**src/rtl/conf_int_dot_seq.sv**
```systemverilog
// Sequential integer dot-product controller driving an external combinational MAC.
// Approximate mode zeroes the low Pn operand bits before they reach the MAC.
module conf_int_dot_seq #(
    parameter int DATA_PATH_BITWIDTH = 32,
    parameter int Pn                 = 8,
    parameter int LEN_W              = 8
) (
    input  logic                          clk,
    input  logic                          rst,
    input  logic                          start,
    input  logic [LEN_W-1:0]              len,
    input  logic                          apx_mode,
    input  logic                          in_valid,
    output logic                          in_ready,
    input  logic [DATA_PATH_BITWIDTH-1:0] in_a,
    input  logic [DATA_PATH_BITWIDTH-1:0] in_b,
    output logic [DATA_PATH_BITWIDTH-1:0] mac_a,
    output logic [DATA_PATH_BITWIDTH-1:0] mac_b,
    output logic [DATA_PATH_BITWIDTH-1:0] mac_c,
    input  logic [DATA_PATH_BITWIDTH-1:0] mac_d,
    output logic                          out_valid,
    input  logic                          out_ready,
    output logic [DATA_PATH_BITWIDTH-1:0] out_data,
    output logic                          busy
);

    typedef enum logic [1:0] {IDLE, RUN, DRAIN, DONE} state_t;

    state_t                        state, state_nx;
    logic [DATA_PATH_BITWIDTH-1:0] acc, op_a, op_b, low_mask;
    logic                          op_valid;
    logic [LEN_W-1:0]              cnt, len_q;
    logic                          apx_q;
    logic                          accept, last_beat;

    // Built bitwise so that Pn == DATA_PATH_BITWIDTH needs no special case.
    always_comb begin
        low_mask = '0;
        for (int unsigned i = 0; i < DATA_PATH_BITWIDTH; i++)
            low_mask[i] = (i < unsigned'(Pn));
    end

    assign accept    = in_valid && (state == RUN);
    assign last_beat = accept && (cnt == len_q - LEN_W'(1));

    always_comb begin
        state_nx = state;
        case (state)
            IDLE:    if (start) state_nx = (len == '0) ? DONE : RUN;
            RUN:     if (last_beat) state_nx = DRAIN;
            DRAIN:   state_nx = DONE;
            DONE:    if (out_ready) state_nx = IDLE;
            default: state_nx = IDLE;
        endcase
    end

    always_ff @(posedge clk) begin
        if (!rst) begin
            state    <= IDLE;
            acc      <= '0;
            cnt      <= '0;
            op_a     <= '0;
            op_b     <= '0;
            op_valid <= 1'b0;
            len_q    <= '0;
            apx_q    <= 1'b0;
        end else begin
            state    <= state_nx;
            op_valid <= accept;
            if (accept) begin
                op_a <= apx_q ? (in_a & ~low_mask) : in_a;
                op_b <= apx_q ? (in_b & ~low_mask) : in_b;
                cnt  <= cnt + LEN_W'(1);
            end
            if (state == IDLE && start) begin
                len_q <= len;
                apx_q <= apx_mode;
                acc   <= '0;
                cnt   <= '0;
            end else if (op_valid) begin
                acc <= mac_d;
            end
        end
    end

    // Outputs are gated by rst so they read zero throughout reset, even before the first edge.
    assign in_ready  = rst && (state == RUN);
    assign out_valid = rst && (state == DONE);
    assign busy      = rst && (state != IDLE);
    assign out_data  = rst ? acc : '0;
    assign mac_c     = rst ? acc : '0;
    assign mac_a     = op_a;
    assign mac_b     = op_b;

endmodule

```
**config.mk**
```make
export PLATFORM = sky130hd
export DESIGN_NAME = conf_int_dot_seq
export DESIGN_NICKNAME = d
export VERILOG_FILES = /design/src/rtl/conf_int_dot_seq.sv
export SDC_FILE = /design/constraint.sdc
export NUM_CORES = 1
export LEC_CHECK = 0
export ABC_AREA = 1
export BUFFER_PORTS_ARGS = -buffer_cell sky130_fd_sc_hd__buf_2
export CAP_MARGIN = 30
export CORE_MARGIN = 5
export CORE_UTILIZATION = 46
export DETAILED_ROUTE_END_ITERATION = 10
export PLACE_DENSITY = 0.8
export SYNTH_ARGS = -nofsm -noshare
export SYNTH_HDL_FRONTEND = slang
export SYNTH_SLANG_ARGS = --single-unit
```
**constraint.sdc**
```tcl
create_clock -name clk -period 1.9 [get_ports clk]
set_input_delay 0.19 -clock clk [delete_from_list [all_inputs] [get_ports clk]]
set_output_delay 0.19 -clock clk [all_outputs]
set_load 0.01 [all_outputs]
```
# Word level (Yosys, flattened, before mapping)
# Index checks and enable logic that the tools add are counted.
totals:
  register_bits: 116
  out_inout_bits: 131
classes:
  addsub: 2
  eq_ne: 7
  n_mux: 8
  n_bitwise: 1
  n_reduce_logical: 11
ops:
  columns: ["cell", "count"]
  rows:
  - ["two-way mux 32 bit", 1]
  - ["two-way mux 8 bit", 2]
  - ["adder 8 x 1 -> 8 bit, second input constant", 1]
  - ["== test 8 bit", 1]
  - ["zero test 8 bit", 1]
  - ["two-way mux 2 bit", 4]
  - ["case mux 2 bit (4 select lines)", 1]
  - ["subtractor 8 x 1 -> 8 bit, second input constant", 1]
  - ["logical AND 1 bit", 6]
  - ["!= test 2 bit, second input constant", 3]
  - ["== test 2 bit, second input constant", 2]
  - ["AND reduction 3 bit", 1]
  - ["== test 2 x 1 -> 1 bit, second input constant", 1]
  - ["zero test 2 bit", 1]
  - ["nonzero test 2 bit", 1]
  - ["OR reduction 2 bit", 1]
  - ["NOT 1 bit", 1]

# Logic depth before layout (Yosys ltp)
# Gate-level depths: netlist of run 1.
depth:
  ltp_word: 5
  mapped_depth: 14
  depth_no_buf: 14

# Worst setup path before layout of run 1
# Ideal clock, no wire load.
synth_timing:
  kind: "register -> register"
  start: "register state[1]"
  end: "register state[1]"
  arrival_ns: 1.405
  required_ns: 1.785
  path_slack_ns: 0.380
  stages_incl_launch_ff: 14
  path_buffers: 0
  path_cell_list: "dfxtp_1 -> inv_1 -> ha_1 -> nand2_2 -> inv_2 -> o21ai_1 -> nor2_1 -> nand3_1 -> nor2_1 -> nand3_1 -> nand2_2 -> nand3_1 -> nand2_1 -> nor2_1"
synth_via:
  elab_chain_cells: 5
synth_rtl:
  columns: ["item", "line", "rtl"]
  rows:
  - ["start: declaration", "29", "state_t state, state_nx;"]
  - ["start signal: assignment", "68", "state <= state_nx;"]
  - ["== test 2 x 1 -> 1 bit", "43, 48", null]
  - ["logical AND 1 bit", "43", "assign accept = in_valid && (state == RUN);"]
  - ["logical AND 1 bit", "44", "assign last_beat = accept && (cnt == len_q - LEN_W'(1));"]
  - ["!= test 2 bit (no source line)", null, null]
  - ["AND reduction 3 bit (no source line)", null, null]
# Several ways; a longest one is shown, not always the timed one.
# A chain may end at the register's enable or synchronous reset.

# Worst setup path in the final report of run 1
layout_timing:
  start: "register state[1]"
  end: "register op_b[7] (netlist: mac_b[7])"
layout_via:
  elab_chain_cells: 2
layout_rtl:
  columns: ["item", "line", "rtl"]
  rows:
  - ["== test 2 x 1 -> 1 bit", "43", null]
  - ["logical AND 1 bit", "43", null]
  - ["end signal: assignment", "72", "op_b <= apx_q ? (in_b & ~low_mask) : in_b;"]
  - ["end: declaration", "30", "logic [DATA_PATH_BITWIDTH-1:0] acc, op_a, op_b, low_mask;"]
# Every way passes these cells.

==> results of run 1 <==
-- sequential cells by signal (all words and copies together) (netlist names) --
signal / count
len_q: 8
op_valid: 1
mac_a: 32
state: 2
apx_q: 1
cnt: 8
mac_b: 32
acc: 32
-- worst paths after layout --
kind	startpoint	endpoint	slack [ps]	depth (start not counted)
worst max register to register	state[1]	mac_b[7]	200	6
worst max-delay path	state[1]	mac_b[7]	200	6
worst min-delay path	len[5]	len_q[5]	20	3
worst min register to register	acc[15]	acc[15]	460	2
-- critical path: stages (launching register included) --
cell and delay (ps):
dfxtp_1 340, inv_1 90, ha_2 220, nand2_4 100, nor2_2 590, nand3_1 180, nand2_1 120
-- per-stage QoR --
step                total power, mW  setup slack (ps)  utilization [%]
floorplan                      4.42               380                -
global placement               5.12               223             57.7
detailed placement             5.15               202             57.7
CTS                            8.29               173             72.8
global route                   8.86              30.1             72.9
finish                         8.40               200             72.9
-- report_power, final --
group | internal (mW) | total, mW | switching, mW
clock | 1.84 | 2.98 | 1.14
combinational | 0.924 | 2.38 | 1.46
sequential | 2.81 | 3.04 | 0.236
-- per-layer routing --
layer | track usage (%) | vias to the layer above | share of wire (%)
li1 | - | 2752 | -
met1 | 27.3 | 2606 | 36
met3 | 8.44 | 58 | 8.1
met2 | 50.0 | 277 | 52
met5 | 0 | - | 0
met4 | 12.7 | 0 | 3.8
-- layout by cell type (no fill, tap or decap), drive strengths merged --
cell         synthesis  routed
xor2                 6       6
o21ai               63      63
clkinv               1       6
buf                 42     250
clkbuf              28      21
dfxtp              116     116
nand2              151     151
nor3                 4       4
bufinv               0       1
dlygate4sd3          0     101
xnor2                1       1
nand3               43      43
ha                   6       6
clkinvlp             0       5
o22ai                1       1
nor4                 2       2
a21oi               45      45
nor2               126     126
diode                0       1
inv                 62      62
-- logic make-up after synthesis --
group | Yosys count | share of synthesized area, %
xor+xnor | 7 | 1.24
simple gates | 326 | 26.5
flops | 116 | 47.0
compound gates | 109 | 11.1
fa+ha+maj | 6 | 1.52
buf+inv | 133 | 12.7
-- final cells by class --
| class | instances | area, µm² |
|---|---|---|
| flip-flops and latches | 116 | 2320 |
| inverters | 63 | 236 |
| multi-input cells | 448 | 2000 |
| repair buffers | 351 | 2300 |
| clock inverters | 11 | 104 |
| diodes | 1 | 2.50 |
| well taps | 136 | 170 |
| fillers | 752 | 2820 |
| clock buffers | 21 | 459 |
-- repair_timing --
action | 4_1_cts | 5_1_grt
endpoints found under the hold margin | 101 | 0
endpoints found under the setup margin | 0 | 7
gates resized for setup | 0 | 3
hold buffers | 101 | 0
==> reports/results.ini, run 1 <==
[run_status]
status = finished clean

[clocking]
clock_latency_ps = 500
cts_setup_buffers = 0
cts_tree = yes
numCtsBuffers = 17
root_buffer = clkbuf_8
clkTransAtPathRegs_ps = 60
clk_path_buf_depth = 2
cts_sinks = 116
htreeDepth = 4

[power]
cellLeakagePower_nw = 3.94
peakVddDrop_uv = 736
power_density_mw_per_mm2 = 1110

[job]
cap_violations = 0

[sta]
rsz0062_at_grt = false
drv_slew = 0
period_needed_ps = 1700
fin_crit_sh_pct = 89.5
hold_viol = 0
whs_ps = 17.5
setup_viol = 0
setup_tns_ps = 0
clock.fmax_ghz = 0.588
tightestPinTransition_ps = 758
slew_headroom_pct = 49.4
skew_ps = 18.5

[floorplanning]
std_cell_rows = 37
io-pin-count = 241
die_w_um = 114
die_height_um = 114
design.core.area_mm2 = 0.0104
die-area_mm2 = 0.0129
start_util_pct = 47.4

[routing]
drtAntennaViolNets = 0
drt_first_iter_violations = 425
via_count = 5693
drcViolationCount = 0
drtPass1Iterations = 5
via_per_inst = 4.96
routed_wl_um = 17700
post_drt_wl_per_cell_um = 15.4

[logic_synthesis]
synth_area_leaders = dfxtp_1 47%, nand2_1 11%, nor2_1 9.4%
ys.flop_type = dfxtp_1
synth_seq_cells = 116
syn-num-nets = 813
async_reset_ff_share_pct = 0
synth_area_mm2 = 0.00494
synth_top_area_cell = dfxtp_1
synthCells = 697
synth_top_cell_area_share_pct = 47.0
synth_edf_count = 0
synth_common_cells = 148 x nand2_1, 124 x nor2_1, 116 x dfxtp_1
yosysMostFrequentCell = nand2_1
yosysWarnings = 0
syn_avg_cell_area_um2 = 7.09
ys_seq_area_share_pct = 47.0
synth.distinct_cells = 23

[place]
gp_congestion = 0.843
hpwlAfterDp_um = 9970
place_area_mm2 = 0.00601
portBuffers = 240
dpl.cell_count = 1013

[critical_path]
crit_type = register to register
endpoint_kind = register
arrival_ps = 2130
path_max_fanout = 17
cp.required_ps = 2330
crit_path_start_kind = register

[hold_path]
holdCritPathClass = input pin to register

[global_routing]
grt_overflow_total = 0
gr-usage-all-layers_pct = 27.0
antenna_found_initial = 1
grt_pass1_wl_um = 28100
grt_max_degree = 56
grt_pass1_vias = 5872

[finish]
drive_gt1_share_pct = 28.8
nNetsFinal = 1113
final_cell_area_mm2 = 0.00760
syn2layout_area_growth_pct = 53.7
layout.cells.non_filler = 1147

Power figures use the tool's default switching activity.
==> run 2: changes to the inputs <==
--- a/config.mk
+++ b/config.mk
@@ -8,7 +8,7 @@
 export ABC_AREA = 1
 export BUFFER_PORTS_ARGS = -buffer_cell sky130_fd_sc_hd__buf_2
 export CAP_MARGIN = 30
-export CORE_MARGIN = 5
+export CORE_MARGIN = 2
 export CORE_UTILIZATION = 46
 export DETAILED_ROUTE_END_ITERATION = 10
 export PLACE_DENSITY = 0.8
==> run 2 against run 1 <==
Net effect: critical path depth shrank 2; sequential power hardly changed; fmax fell by 3.7%; clock-buffer cell count shrank 4; final cell count is 0.26% higher; hold slack gained 73 ps; first-iteration DRC count down 1.2%; wire length down 4.0%; die area fell by 10%; non-clock buffer count increased by 5.
==> reports/results.ini, run 2 (same netlist as run 1, synthesis figures left out) <==
[routing]
post_drt_wl_per_cell_um = 14.8  ; -4.3%
via_count = 5709  ; +0.28%
drcViolationCount = 0  ; unchanged
drt_first_iter_violations = 420  ; -1.2%
routed_wl_um = 17000  ; -4.0%
via_per_inst = 4.96  ; about the same
drtAntennaViolNets = 0  ; unchanged
drtPass1Iterations = 5  ; unchanged

[critical_path]
crit_type = register to output pin
arrival_ps = 1570  ; -560 ps
worstRegToRegCells = 8  ; +2
cp.depth = 4  ; -2
cp_cell_sequence = inv_1, ha_1, nor2_1, buf_2
crit_slowest_cell = dfxtp_1
cp.required_ps = 1710  ; -620 ps
critPathLaunch = state[0]
worstReg2RegStart = state[0]
crit_buf_inv = 2  ; +1
endpoint_kind = output pin
crit_path_start_kind = register
max_stage_delay_ps = 420  ; -170 ps
path_max_fanout = 6  ; -11
cp-endpoint = busy
cpLargestDelayFamily = flip-flops
rr_endpoint = acc[16]
regToRegSetupSlack_ps = 200  ; about the same

[sta]
setup_tns_ps = 0  ; unchanged
hold_viol = 0  ; unchanged
slew_headroom_pct = 54.1  ; +4.7 points
rsz0062_at_grt = false
clock.fmax_ghz = 0.567  ; -3.7%
tightestPinTransition_ps = 687  ; -70.1 ps
drv_slew = 0  ; unchanged
period_needed_ps = 1760  ; +64.8 ps
skew_ps = 7.60  ; -10.9 ps
setup_viol = 0  ; unchanged
fin_crit_sh_pct = 92.9  ; +3.4 points

[floorplanning]
design.core.area_mm2 = 0.0104  ; -0.44%
die-area_mm2 = 0.0116  ; -10%
die_height_um = 108  ; -5.3%
io-pin-count = 241  ; unchanged
start_util_pct = 47.7  ; +0.21 points
std_cell_rows = 37  ; unchanged
die_w_um = 108  ; -5.3%

[hold_path]
holdCritPathClass = input pin to register
hp-start = start

[clocking]
cts_tree = yes
clkTransAtPathRegs_ps = 60  ; about the same
root_buffer = clkbuf_8
cts_sinks = 116  ; unchanged
clk_path_buf_depth = 2  ; unchanged
clock_latency_ps = 510  ; about the same
htreeDepth = 4  ; unchanged
numCtsBuffers = 17  ; unchanged

[power]
peakVddDrop_uv = 751  ; +2.0%
power_density_mw_per_mm2 = 1140  ; +2.9%
cellLeakagePower_nw = 4.00  ; +1.5%

[global_routing]
antenna_found_initial = 0  ; -1
grt_max_degree = 51  ; -8.9%
grt_overflow_total = 0  ; unchanged
gr-usage-all-layers_pct = 29.8  ; +2.8 points
grt_pass1_vias = 5749  ; -2.1%
grt_pass1_wl_um = 27200  ; -3.1%

[job]
cap_violations = 0  ; unchanged

[finish]
layout.cells.non_filler = 1150  ; +0.26%
nNetsFinal = 1118  ; +0.45%
drive_gt1_share_pct = 29.0  ; +0.18 points
final_cell_mix = 240 x buf_2, 148 x nand2_1, 124 x nor2_1, 115 x dfxtp_1, 105 x dlygate4sd3_1
final_cell_area_mm2 = 0.00772  ; +1.6%
syn2layout_area_growth_pct = 56.2
final_common_cell = buf_2
diodes = 0  ; -1

[place]
place_area_mm2 = 0.00603  ; +0.33%
dpl.cell_count = 1014  ; +0.099%
hpwlAfterDp_um = 9610  ; -3.7%
portBuffers = 240  ; unchanged
gp_congestion = 0.845  ; +0.30%

[run_status]
status = finished clean

run 2: cell types whose count changed in the layout (fill, tap and decap cells not counted), moves of 2 or more:
cell           before  now
clkinvlp_4          5    2
inv_6               0    2
bufinv_16           1    4
dlygate4sd3_1     101  105
clkbuf_8            4    1
run 2: how the worst min path moves through the flow:
stage	end	cells past startpoint
5_1_grt	mac_a[1]	3
3_3_place_gp	mac_b[0]	3
6_report	len_q[7]	5
3_5_place_dp	mac_b[5]	3
2_1_floorplan	mac_a[0]	2
4_1_cts	len_q[7]	5
run 2: timing repair:
item	CTS	global route
hold endpoints to repair	105	0
gates resized for setup	0	6
endpoints found under the setup margin	0	5
hold buffers	105	0
setup buffers	0	0
run 2: per-layer routing:
metal	wire, µm	part of all wire, %	global-route usage [%]	vias up
met2	8760	52	54.6	257
met1	6370	37	31.7	2629
met3	1170	6.9	7.51	59
met4	684	4.0	13.9	0
met5	0	0	0	-
li1	-	-	-	2764
run 2: worst min-delay path: cells and delay by family:
family                 cells  cell delay, ps
buffers and inverters      2             190
and+or+nand+nor            3             180
run 2: area by class of cell:
cell class / count / area [µm²]
clock buffers: 17 / 414
flip-flops and latches: 116 / 2320
repair buffers: 356 / 2360
fillers: 697 / 2650
clock inverters: 14 / 204
multi-input cells: 448 / 2010
inverters: 63 / 236
well taps: 136 / 170
run 2: through the flow:
stage / power, mW / worst slack, ps / hold WS, ps / util, %
after floorplan: 4.42 / 380 / 324 / -
after global placement: 5.12 / 251 / 409 / 58.2
after detailed placement: 5.16 / 186 / 411 / 58.2
after CTS: 8.65 / 84.3 / 82.9 / 74.3
after global routing: 9.26 / 29.4 / 98.0 / 74.5
final: 8.79 / 136 / 90.6 / 74.5
run 2: report_power, final:
group          switching (mW)  internal [mW]  total, mW  leakage, nW
combinational            1.46          0.949       2.41         2.76
sequential              0.244           2.81       3.05        0.944
clock                    1.19           2.14       3.33        0.297
==> run 3: changes to the inputs <==
--- a/config.mk
+++ b/config.mk
@@ -11,7 +11,7 @@
 export CORE_MARGIN = 2
 export CORE_UTILIZATION = 46
 export DETAILED_ROUTE_END_ITERATION = 10
-export PLACE_DENSITY = 0.8
+export PLACE_DENSITY_LB_ADDON = 0.1
 export SYNTH_ARGS = -nofsm -noshare
 export SYNTH_HDL_FRONTEND = slang
 export SYNTH_SLANG_ARGS = --single-unit
==> run 3 against run 2 <==
Net effect: clock power is 8.4% lower; power shrank 4.3%; clock-buffer cell count up 3; sequential share of layout area rose by 0.33 points; first-iteration DRC count fell by 8.3%; critical path type unchanged.
==> reports/results.ini, run 3 (same netlist as run 1, synthesis figures left out) <==
[clocking]
clock_latency_ps = 510  ; about the same
root_buffer = clkbuf_8
clkTransAtPathRegs_ps = 60  ; about the same
clk_path_buf_depth = 2  ; unchanged
htreeDepth = 4  ; unchanged
cts_tree = yes
numCtsBuffers = 17  ; unchanged
cts_sinks = 116  ; unchanged

[routing]
drcViolationCount = 0  ; unchanged
drtPass1Iterations = 5  ; unchanged
drtAntennaViolNets = 0  ; unchanged
routed_wl_um = 15700  ; -7.7%
via_per_inst = 4.81  ; -3.1%
via_count = 5530  ; -3.1%
drt_first_iter_violations = 385  ; -8.3%
post_drt_wl_per_cell_um = 13.6  ; -7.7%

[place]
place_area_mm2 = 0.00601  ; -0.41%
gp_congestion = 0.891  ; +5.4%
portBuffers = 240  ; unchanged
hpwlAfterDp_um = 9690  ; +0.84%

[critical_path]
crit_slowest_cell = dfxtp_1
path_max_fanout = 6  ; unchanged
cp_cell_sequence = inv_1, ha_1, nor2_2, buf_2
arrival_ps = 1620  ; +50 ps
max_stage_delay_ps = 400  ; -20 ps
endpoint_kind = output pin
crit_path_start_kind = register
crit_type = register to output pin
cp.required_ps = 1710  ; about the same

[finish]
nFillCells = 746  ; +7.0%
seq_area_mm2 = 0.00232  ; about the same
final_cell_mix = 240 x buf_2, 148 x nand2_1, 123 x nor2_1, 116 x dfxtp_1, 104 x dlygate4sd3_1
nNetsFinal = 1117  ; -0.089%
drive_gt1_share_pct = 28.8  ; -0.20 points
final_common_cell = buf_2
syn2layout_area_growth_pct = 54.4
diodes = 0  ; unchanged
multiInputGateArea_mm2 = 0.00200  ; -0.75%
final_cell_area_mm2 = 0.00763  ; -1.2%

[floorplanning]
design.core.area_mm2 = 0.0104  ; unchanged
die_height_um = 108  ; unchanged
io-pin-count = 241  ; unchanged
die_w_um = 108  ; unchanged
start_util_pct = 47.7  ; unchanged
std_cell_rows = 37  ; unchanged
die-area_mm2 = 0.0116  ; unchanged

[sta]
drv_slew = 0  ; unchanged
clock.fmax_ghz = 0.552  ; -2.6%
setup_viol = 0  ; unchanged
fin_crit_sh_pct = 95.3  ; +2.5 points
rsz0062_at_grt = false
period_needed_ps = 1810  ; +47.1 ps
slew_headroom_pct = 62.0  ; +7.9 points
hold_viol = 0  ; unchanged
skew_ps = 5.49  ; -2.10 ps
tightestPinTransition_ps = 566  ; -121 ps
setup_tns_ps = 0  ; unchanged

[global_routing]
grt_pass1_wl_um = 24700  ; -9.3%
grt_pass1_vias = 5324  ; -7.4%
antenna_found_initial = 0  ; unchanged
gr-usage-all-layers_pct = 26.8  ; -3.0 points
grt_max_degree = 56  ; +9.8%
grt_overflow_total = 0  ; unchanged

[power]
peakVddDrop_uv = 709  ; -5.6%
netSwitchingPower_mw = 2.75  ; -4.8%
pwr-share-clk_pct = 36.2  ; -1.7 points
cellLeakagePower_nw = 3.96  ; -1.1%
switching_share_pct = 32.7  ; -0.19 points
power_density_mw_per_mm2 = 1100  ; -3.1%
pwr-share-seq_pct = 36.0  ; +1.3 points
total_power_mw = 8.41  ; -4.3%
p_comb_share_pct = 27.8  ; +0.4 points
p_int_mw = 5.66  ; -4.0%

[run_status]
status = finished clean

[job]
cap_violations = 0  ; unchanged

[hold_path]
holdCritPathClass = input pin to register

-- run 3: critical path, delay by kind of cell, from the launching register on --
family                   cells  cell delay, ps
AND/OR/NAND/NOR              1             180
buffers and inverters        2             240
adder cells (fa/ha/maj)      1             290
flip-flops                   1             400
-- run 3: cell type report --
class,instances,share of cell area (%)
Clock buffer,20,5.84
Clock inverter,12,1.72
Multi-Input combinational cell,448,26.2
Sequential cell,116,30.4
Timing Repair Buffer,355,30.5
Tap cell,136,2.23
Inverter,63,3.10
-- run 3: metal layers --
| metal | vias to the layer above | GRT usage (%) | wire length [µm] |
|---|---|---|---|
| li1 | 2759 | - | - |
| met1 | 2493 | 29.0 | 6150 |
| met2 | 239 | 47.0 | 7890 |
| met3 | 39 | 8.41 | 1180 |
| met4 | 0 | 13.2 | 452 |
| met5 | - | 0 | 0 |
-- run 3: timing repair --
item / in CTS / in global routing
hold buffers: 104 / 0
endpoints found under the setup margin: 0 / 2
endpoints found under the hold margin: 104 / 0
resized for setup: 0 / 3
setup buffers: 0 / 0
-- run 3: final timing paths --
path | startpoint | to | slack (ps) | cells after the start
worst min-delay path | len[0] | len_q[0] | 20 | 3
worst max register to register | len_q[0] | state[1] | 180 | 12
worst min register to register | acc[20] | acc[20] | 460 | 2
worst max-delay path | state[0] | busy | 90 | 4
-- run 3: power by group through the flow --
stage / sequential [mW] / combinational (mW) / clock, mW
floorplan: 3.16 / 1.26 / 0
global placement: 3.05 / 2.05 / 0
detailed placement: 3.06 / 2.09 / 0
CTS: 3.02 / 2.28 / 3.09
global route: 3.07 / 2.61 / 3.21
finish: 3.03 / 2.34 / 3.05
-- run 3: metrics by stage --
stage / util, % / setup slack (ps) / cells / hold slack [ps]
CTS: 73.5 / 62.3 / 1150 / 3.75
floorplan: - / 380 / 697 / 324
global route: 73.6 / 10.2 / 1150 / 42.2
finish: 73.6 / 88.5 / 1150 / 24.1
global placement: 57.9 / 302 / 1014 / 410
detailed placement: 57.9 / 221 / 1014 / 412
